**src/rtl/ex_div.sv**
```systemverilog
// Iterative radix-2 restoring divider for RV64M DIV/DIVU/REM/REMU and their W forms.
// Holds the front end via hold_flag_o while iterating; emits a one-cycle result strobe.
module ex_div #(
  parameter int XLEN = 64
) (
  input  logic            clk,
  input  logic            rst,
  input  logic            start_i,
  input  logic [2:0]      op_i,
  input  logic            word_i,
  input  logic [XLEN-1:0] dividend_i,
  input  logic [XLEN-1:0] divisor_i,
  input  logic [4:0]      rd_addr_i,
  input  logic            flush_i,
  output logic [XLEN-1:0] result_o,
  output logic            result_valid_o,
  output logic [4:0]      rd_addr_o,
  output logic            busy_o,
  output logic            hold_flag_o
);
  localparam int CW = $clog2(XLEN + 1);

  typedef enum logic [1:0] {S_IDLE, S_CALC, S_DONE} state_t;

  state_t          r_state, w_state_nxt;
  logic [CW-1:0]   r_cnt;
  logic [XLEN-1:0] r_rem, r_quo, r_div, r_result;
  logic [4:0]      r_rd;
  logic            r_word, r_rsel, r_negq, r_negr;

  function automatic logic [XLEN-1:0] fmt_w(input logic w, input logic [XLEN-1:0] v);
    return w ? {{(XLEN-32){v[31]}}, v[31:0]} : v;
  endfunction

  // Effective operands: W forms see the low word, sign- or zero-extended.
  logic            w_signed, w_div0, w_ovf, w_a_neg, w_b_neg, w_go;
  logic [XLEN-1:0] w_a_eff, w_b_eff, w_a_abs, w_b_abs, w_spec_raw;
  assign w_signed = ~op_i[0];
  assign w_a_eff  = word_i ? {{(XLEN-32){w_signed & dividend_i[31]}}, dividend_i[31:0]} : dividend_i;
  assign w_b_eff  = word_i ? {{(XLEN-32){w_signed & divisor_i[31]}}, divisor_i[31:0]} : divisor_i;
  assign w_div0   = (w_b_eff == '0);
  assign w_ovf    = w_signed & (word_i ?
                    (dividend_i[31:0] == 32'h8000_0000 && divisor_i[31:0] == 32'hFFFF_FFFF) :
                    (dividend_i == {1'b1, {(XLEN-1){1'b0}}} && divisor_i == '1));
  assign w_a_neg  = w_signed & w_a_eff[XLEN-1];
  assign w_b_neg  = w_signed & w_b_eff[XLEN-1];
  assign w_a_abs  = w_a_neg ? -w_a_eff : w_a_eff;
  assign w_b_abs  = w_b_neg ? -w_b_eff : w_b_eff;
  assign w_spec_raw = op_i[1] ? (w_div0 ? w_a_eff : '0) : (w_div0 ? '1 : w_a_eff);
  assign w_go     = (r_state == S_IDLE) & start_i & op_i[2] & ~flush_i;

  // One restoring step: the extra top bit of the difference is the borrow.
  logic [XLEN:0]   w_shift, w_diff;
  logic            w_ge;
  logic [XLEN-1:0] w_rem_nxt, w_quo_nxt, w_q_mag, w_r_mag, w_q_fin, w_r_fin, w_calc_res;
  assign w_shift    = {r_rem, r_quo[XLEN-1]};
  assign w_diff     = w_shift - {1'b0, r_div};
  assign w_ge       = ~w_diff[XLEN];
  assign w_rem_nxt  = w_ge ? w_diff[XLEN-1:0] : w_shift[XLEN-1:0];
  assign w_quo_nxt  = {r_quo[XLEN-2:0], w_ge};
  assign w_q_mag    = r_word ? {{(XLEN-32){1'b0}}, w_quo_nxt[31:0]} : w_quo_nxt;
  assign w_r_mag    = r_word ? {{(XLEN-32){1'b0}}, w_rem_nxt[31:0]} : w_rem_nxt;
  assign w_q_fin    = r_negq ? -w_q_mag : w_q_mag;
  assign w_r_fin    = r_negr ? -w_r_mag : w_r_mag;
  assign w_calc_res = fmt_w(r_word, r_rsel ? w_r_fin : w_q_fin);

  always_comb begin
    w_state_nxt = r_state;
    case (r_state)
      S_IDLE:  if (w_go) w_state_nxt = (w_div0 | w_ovf) ? S_DONE : S_CALC;
      S_CALC:  if (flush_i) w_state_nxt = S_IDLE;
               else if (r_cnt == CW'(1)) w_state_nxt = S_DONE;
      S_DONE:  w_state_nxt = S_IDLE;
      default: w_state_nxt = S_IDLE;
    endcase
  end

  always_ff @(posedge clk) begin
    if (rst) begin
      r_state  <= S_IDLE;
      r_cnt    <= '0;
      r_rem    <= '0;
      r_quo    <= '0;
      r_div    <= '0;
      r_result <= '0;
      r_rd     <= '0;
      r_word   <= 1'b0;
      r_rsel   <= 1'b0;
      r_negq   <= 1'b0;
      r_negr   <= 1'b0;
    end else begin
      r_state <= w_state_nxt;
      if (w_go) begin
        r_rd   <= rd_addr_i;
        r_word <= word_i;
        r_rsel <= op_i[1];
        r_negq <= w_a_neg ^ w_b_neg;
        r_negr <= w_a_neg;
        r_rem  <= '0;
        // W forms park the 32-bit dividend at the top so it shifts out first.
        r_quo  <= word_i ? {w_a_abs[31:0], {(XLEN-32){1'b0}}} : w_a_abs;
        r_div  <= word_i ? {{(XLEN-32){1'b0}}, w_b_abs[31:0]} : w_b_abs;
        r_cnt  <= word_i ? CW'(32) : CW'(XLEN);
        if (w_div0 | w_ovf) r_result <= fmt_w(word_i, w_spec_raw);
      end else if (r_state == S_CALC && !flush_i) begin
        r_rem <= w_rem_nxt;
        r_quo <= w_quo_nxt;
        r_cnt <= r_cnt - CW'(1);
        if (r_cnt == CW'(1)) r_result <= w_calc_res;
      end
    end
  end

  assign result_o       = r_result;
  assign rd_addr_o      = r_rd;
  assign result_valid_o = (r_state == S_DONE) & ~flush_i;
  assign busy_o         = (r_state == S_CALC) | (r_state == S_DONE);
  assign hold_flag_o    = w_go | (r_state == S_CALC);
endmodule

```
**config.mk**
```make
export PLATFORM = sky130hd
export DESIGN_NAME = ex_div
export DESIGN_NICKNAME = d
export VERILOG_FILES = /design/src/rtl/ex_div.sv
export SDC_FILE = /design/constraint.sdc
export NUM_CORES = 1
export LEC_CHECK = 0
export ABC_AREA = 1
export CAP_MARGIN = 30
export CORE_UTILIZATION = 50
export DETAILED_ROUTE_END_ITERATION = 6
export PLACE_DENSITY = 0.81
export SLEW_MARGIN = 20
export SYNTH_ARGS = -nofsm -noshare
export SYNTH_HDL_FRONTEND = slang
export SYNTH_SLANG_ARGS = --single-unit
```
**constraint.sdc**
```tcl
create_clock -name clk -period 6.1 [get_ports clk]
set_input_delay 0.61 -clock clk [delete_from_list [all_inputs] [get_ports clk]]
set_output_delay 0.61 -clock clk [all_outputs]
set_load 0.01 [all_outputs]
```
==> results.txt <==
----------------------------------------------------
[Status]
  Status ... complete, but fails checks
  Violations in the final reports ... DRC

[Final layout]
  Post-layout net count ... 5177
  Share of cells above drive strength 1 ... 0.0431
  Layout filler cell count ... 5527
  Post-route cell area ... 0.0309 mm2
  Signed area change from the synthesized netlist to the final layout ... 13.3%
  Diode insertion count for antenna repair ... 0
  Core occupancy in the finished layout ... 0.574
  Number of cells in the finished layout apart from fillers ... 5680

[Detailed routing]
  Initial DRC count ... roughly 4900
  Vias after detailed routing ... around 34000
  Detail Route met2 WL ... 47.8 mm
  WL met1 ... between 50 and 60 mm
  Average wire per cell in the routed design ... 21.6 um
  Number of DRC violations after detailed routing ... 2
  Number of search-and-repair iterations in the first detailed-routing pass ... 7
  Number of nets still failing antenna checks after routing ... 0
  Detailed Route WL ... 122 mm
  Max layer used ... met5
  Vias per cell ... 5.98
  Detail Route met3 WL ... 18.5 mm

[Yosys]
  Most instantiated cells after synthesis ... 1380 x sky130_fd_sc_hd__nand2_1, 718 x sky130_fd_sc_hd__inv_1, 473 x sky130_fd_sc_hd__nor2_1
  Share of Yosys cell area claimed by the top area cell type ... 0.201
  Synthesized area per cell ... 5.60 um2
  Synthesis Warnings ... 0
  Synth unique cells ... between 60 and 70
  Share of flip-flops with an asynchronous set or reset after synthesis ... 0
  Instance count of the mapped netlist ... around 4900
  Dominant register cell in the synthesized netlist ... sky130_fd_sc_hd__dfxtp_1
  Synthesized flop and latch total ... between 200 and 300
  Fraction of the yosys area taken by sequential cells ... 0.201
  Biggest area contributors in the synthesized netlist ... sky130_fd_sc_hd__dfxtp_1 20%, sky130_fd_sc_hd__nand2_1 19%, sky130_fd_sc_hd__inv_1 9.9%
  Most common cell in the netlist ... sky130_fd_sc_hd__nand2_1
  Area leader, netlist ... sky130_fd_sc_hd__dfxtp_1
  Syn_nets ... 5080
  Post-Syn Area ... 0.0272 mm2
  Post-synth EDFFs ... 0

[Power and ir drop]
  Internal ... 4.22 mW
  Switching share of total power ... 0.512
  Clk pwr share ... 0.231
  Overall power after layout ... 8.65 mW
  Power density over cell area ... 280 mW/mm2
  Relative contribution of combinational cells to total power ... 0.547
  Reported net switching power ... around 4.4 mW
  Share of power burned in registers ... 0.222
  Total leakage power ... 14.9 nW
  IR drop worst, VDD ... 0.244 mV

[STA]
  Slew margin rel. ... 0.362
  Post-layout min period ... 5.49 ns
  Finish-stage setup viols ... 0
  Total negative slack for setup checks ... 0 ns
  Final worst path period share ... 0.901
  Unrepaired setup endpoints after global routing ... false
  Maximum frequency from static timing analysis ... between 0.15 and 0.2 GHz
  Clock tree skew after final layout ... 0.0146 ns
  Worst-Margin Slew ... roughly 0.95 ns
  Count of final max-slew check failures ... 0
  Final worst-path setup slack ... 0.606 ns
  Final hold violation count ... 0
  Minimum hold slack ... 0.452 ns

[Clock network]
  Number of CTS-inserted buffers ... 31
  CTS Sinks ... 274
  Number of hold buffers added after cts ... 0
  Resized Gates After CTS ... 0
  Clock tree from TritonCTS ... done
  Maximum clock path buffer count ... 3
  H-tree depth reported by CTS ... 1
  Clock transition time at the flip-flop clock pins of the worst setup and hold paths ... ~0.06 ns
  Clock root buffer ... sky130_fd_sc_hd__clkbuf_16
  Insertion delay to the later sink of the worst-skew pair ... 0.60 ns
  Post-CTS Repair Setup Buffers ... 0

[Floorplan]
  Die area ... 0.0554 mm2
  X dimension of the die ... 235 um
  Row Count ... 85
  Core area ... 0.0538 mm2
  Top-level port count ... 213
  Initial Util ... 0.506
  Overall die height ... 235 um

[Critical path]
  Delay of the slowest critical-path stage ... 0.41 ns
  Slowest-stage cell, CP ... sky130_fd_sc_hd__fa_1
  Flop-to-flop setup slack ... 0.61 ns
  Critical path launch point ... r_quo[63]
  WP data arrival ... 6.01 ns
  Most common cell on crit path ... sky130_fd_sc_hd__nand2_1
  Critical path data required time ... 6.62 ns
  Worst reg2reg startpoint ... r_quo[63]
  Crit path max fanout ... 25
  Worst flop-to-flop path endpoint ... result_o[58]
  Category of the most critical setup path ... reg2reg
  Launching element type of the critical path ... register
  Number of cells on the worst reg-to-reg path ... 38
  Critical Path End Type ... register

[Global routing]
  Maximum number of pins on one net before global-route repair ... 89
  First-pass GRT wire length ... 182 mm
  Antenna violations before repair ... 2
  GRT Util Overall ... 0.425
  Via count of the first global-routing pass ... 29800
  GR Overflow Total ... 0

[Placement]
  Worst slack at placement ... 0.764 ns
  Total placed instance area ... ~0.030 mm2
  PortBufs ... 212
  Cell count after placement ... 5622
  Sum of net half-perimeters after detailed placement ... 97.8 mm
  Routability congestion estimate ... 1.11

[Hold path]
  Hold Startpoint ... r_div[51]
  Number of cells traversed by the worst hold path ... 2
  Destination of the worst hold path ... r_div[51]
  Type of the most critical hold path ... reg2reg

[Flow run]
  Max-capacitance violation count ... 0

----------------------------------------------------
## critical path, delay by kind of cell, from the launching register on
kind | cells | cell delay [ns]
xor+xnor | 1 | 0.24
simple gates | 24 | 2.83
flops | 1 | 0.37
compound gates | 3 | 0.49
fa+ha+maj | 3 | 0.85
buf+inv | 7 | 0.61
## layer usage
metal,vias up,GRT usage
met1,15400,0.609
met5,-,0
met2,2229,0.594
met3,262,0.132
met4,2,0.143
li1,16000,-
## power groups by stage
stage	Clock [mW]	Sequential (mW)	Combinational, mW
final	2.00	1.92	4.73
after global routing	2.07	1.92	5.08
after CTS	1.99	1.91	4.51
after detailed placement	0	1.95	4.49
after global placement	0	1.95	4.49
after floorplan	0	1.92	3.00
## kinds of logic (layout without fill, tap and decap cells)
logic type	Yosys count	after routing	share of synthesized area
AO/OA/AOI/OAI	1039	1039	0.215
XOR/XNOR	121	121	0.0389
adder cells (fa/ha/maj)	76	76	0.0351
buffers and inverters	935	1055	0.134
flip-flops	274	274	0.201
AND/OR/NAND/NOR	2419	2419	0.376
## registers in the layout, indices dropped and copies added (netlist names)
signal     count
r_state        2
r_rsel         1
r_cnt          7
r_div         64
r_quo         64
rd_addr_o      5
r_rem         64
r_negq         1
r_word         1
r_negr         1
result_o      64
## cell type report
class / count / area, um2 / area share
multi-input cells: 3655 / 18200 / 0.589
flip-flops and latches: 274 / 5490 / 0.178
inverters: 736 / 2760 / 0.0895
repair buffers: 263 / 2520 / 0.0817
clock buffers: 43 / 871 / 0.0282
well taps: 696 / 871 / 0.0282
clock inverters: 13 / 183 / 0.00592
## placed cells by master, fill, tap and decap left out, types with 81 or more instances in the layout
cell type                         count
sky130_fd_sc_hd__nand3_1            252
sky130_fd_sc_hd__inv_1              717
sky130_fd_sc_hd__nor2_1             466
sky130_fd_sc_hd__nor3_1              90
sky130_fd_sc_hd__a21oi_1            309
sky130_fd_sc_hd__o211ai_1            81
sky130_fd_sc_hd__nand2_1           1379
sky130_fd_sc_hd__o21ai_0            406
sky130_fd_sc_hd__dfxtp_1            272
sky130_fd_sc_hd__clkdlybuf4s50_1    212
## worst max-delay path by stage
stage,end,depth (start not counted),slack (ns)
2_1_floorplan,result_o[60],41,1.45
3_3_place_gp,result_o[36],24,0.83
3_5_place_dp,result_o[36],24,0.76
4_1_cts,result_o[60],38,0.78
5_1_grt,result_o[60],38,0.08
6_report,result_o[58],38,0.61
Power figures use the tool's default switching activity.
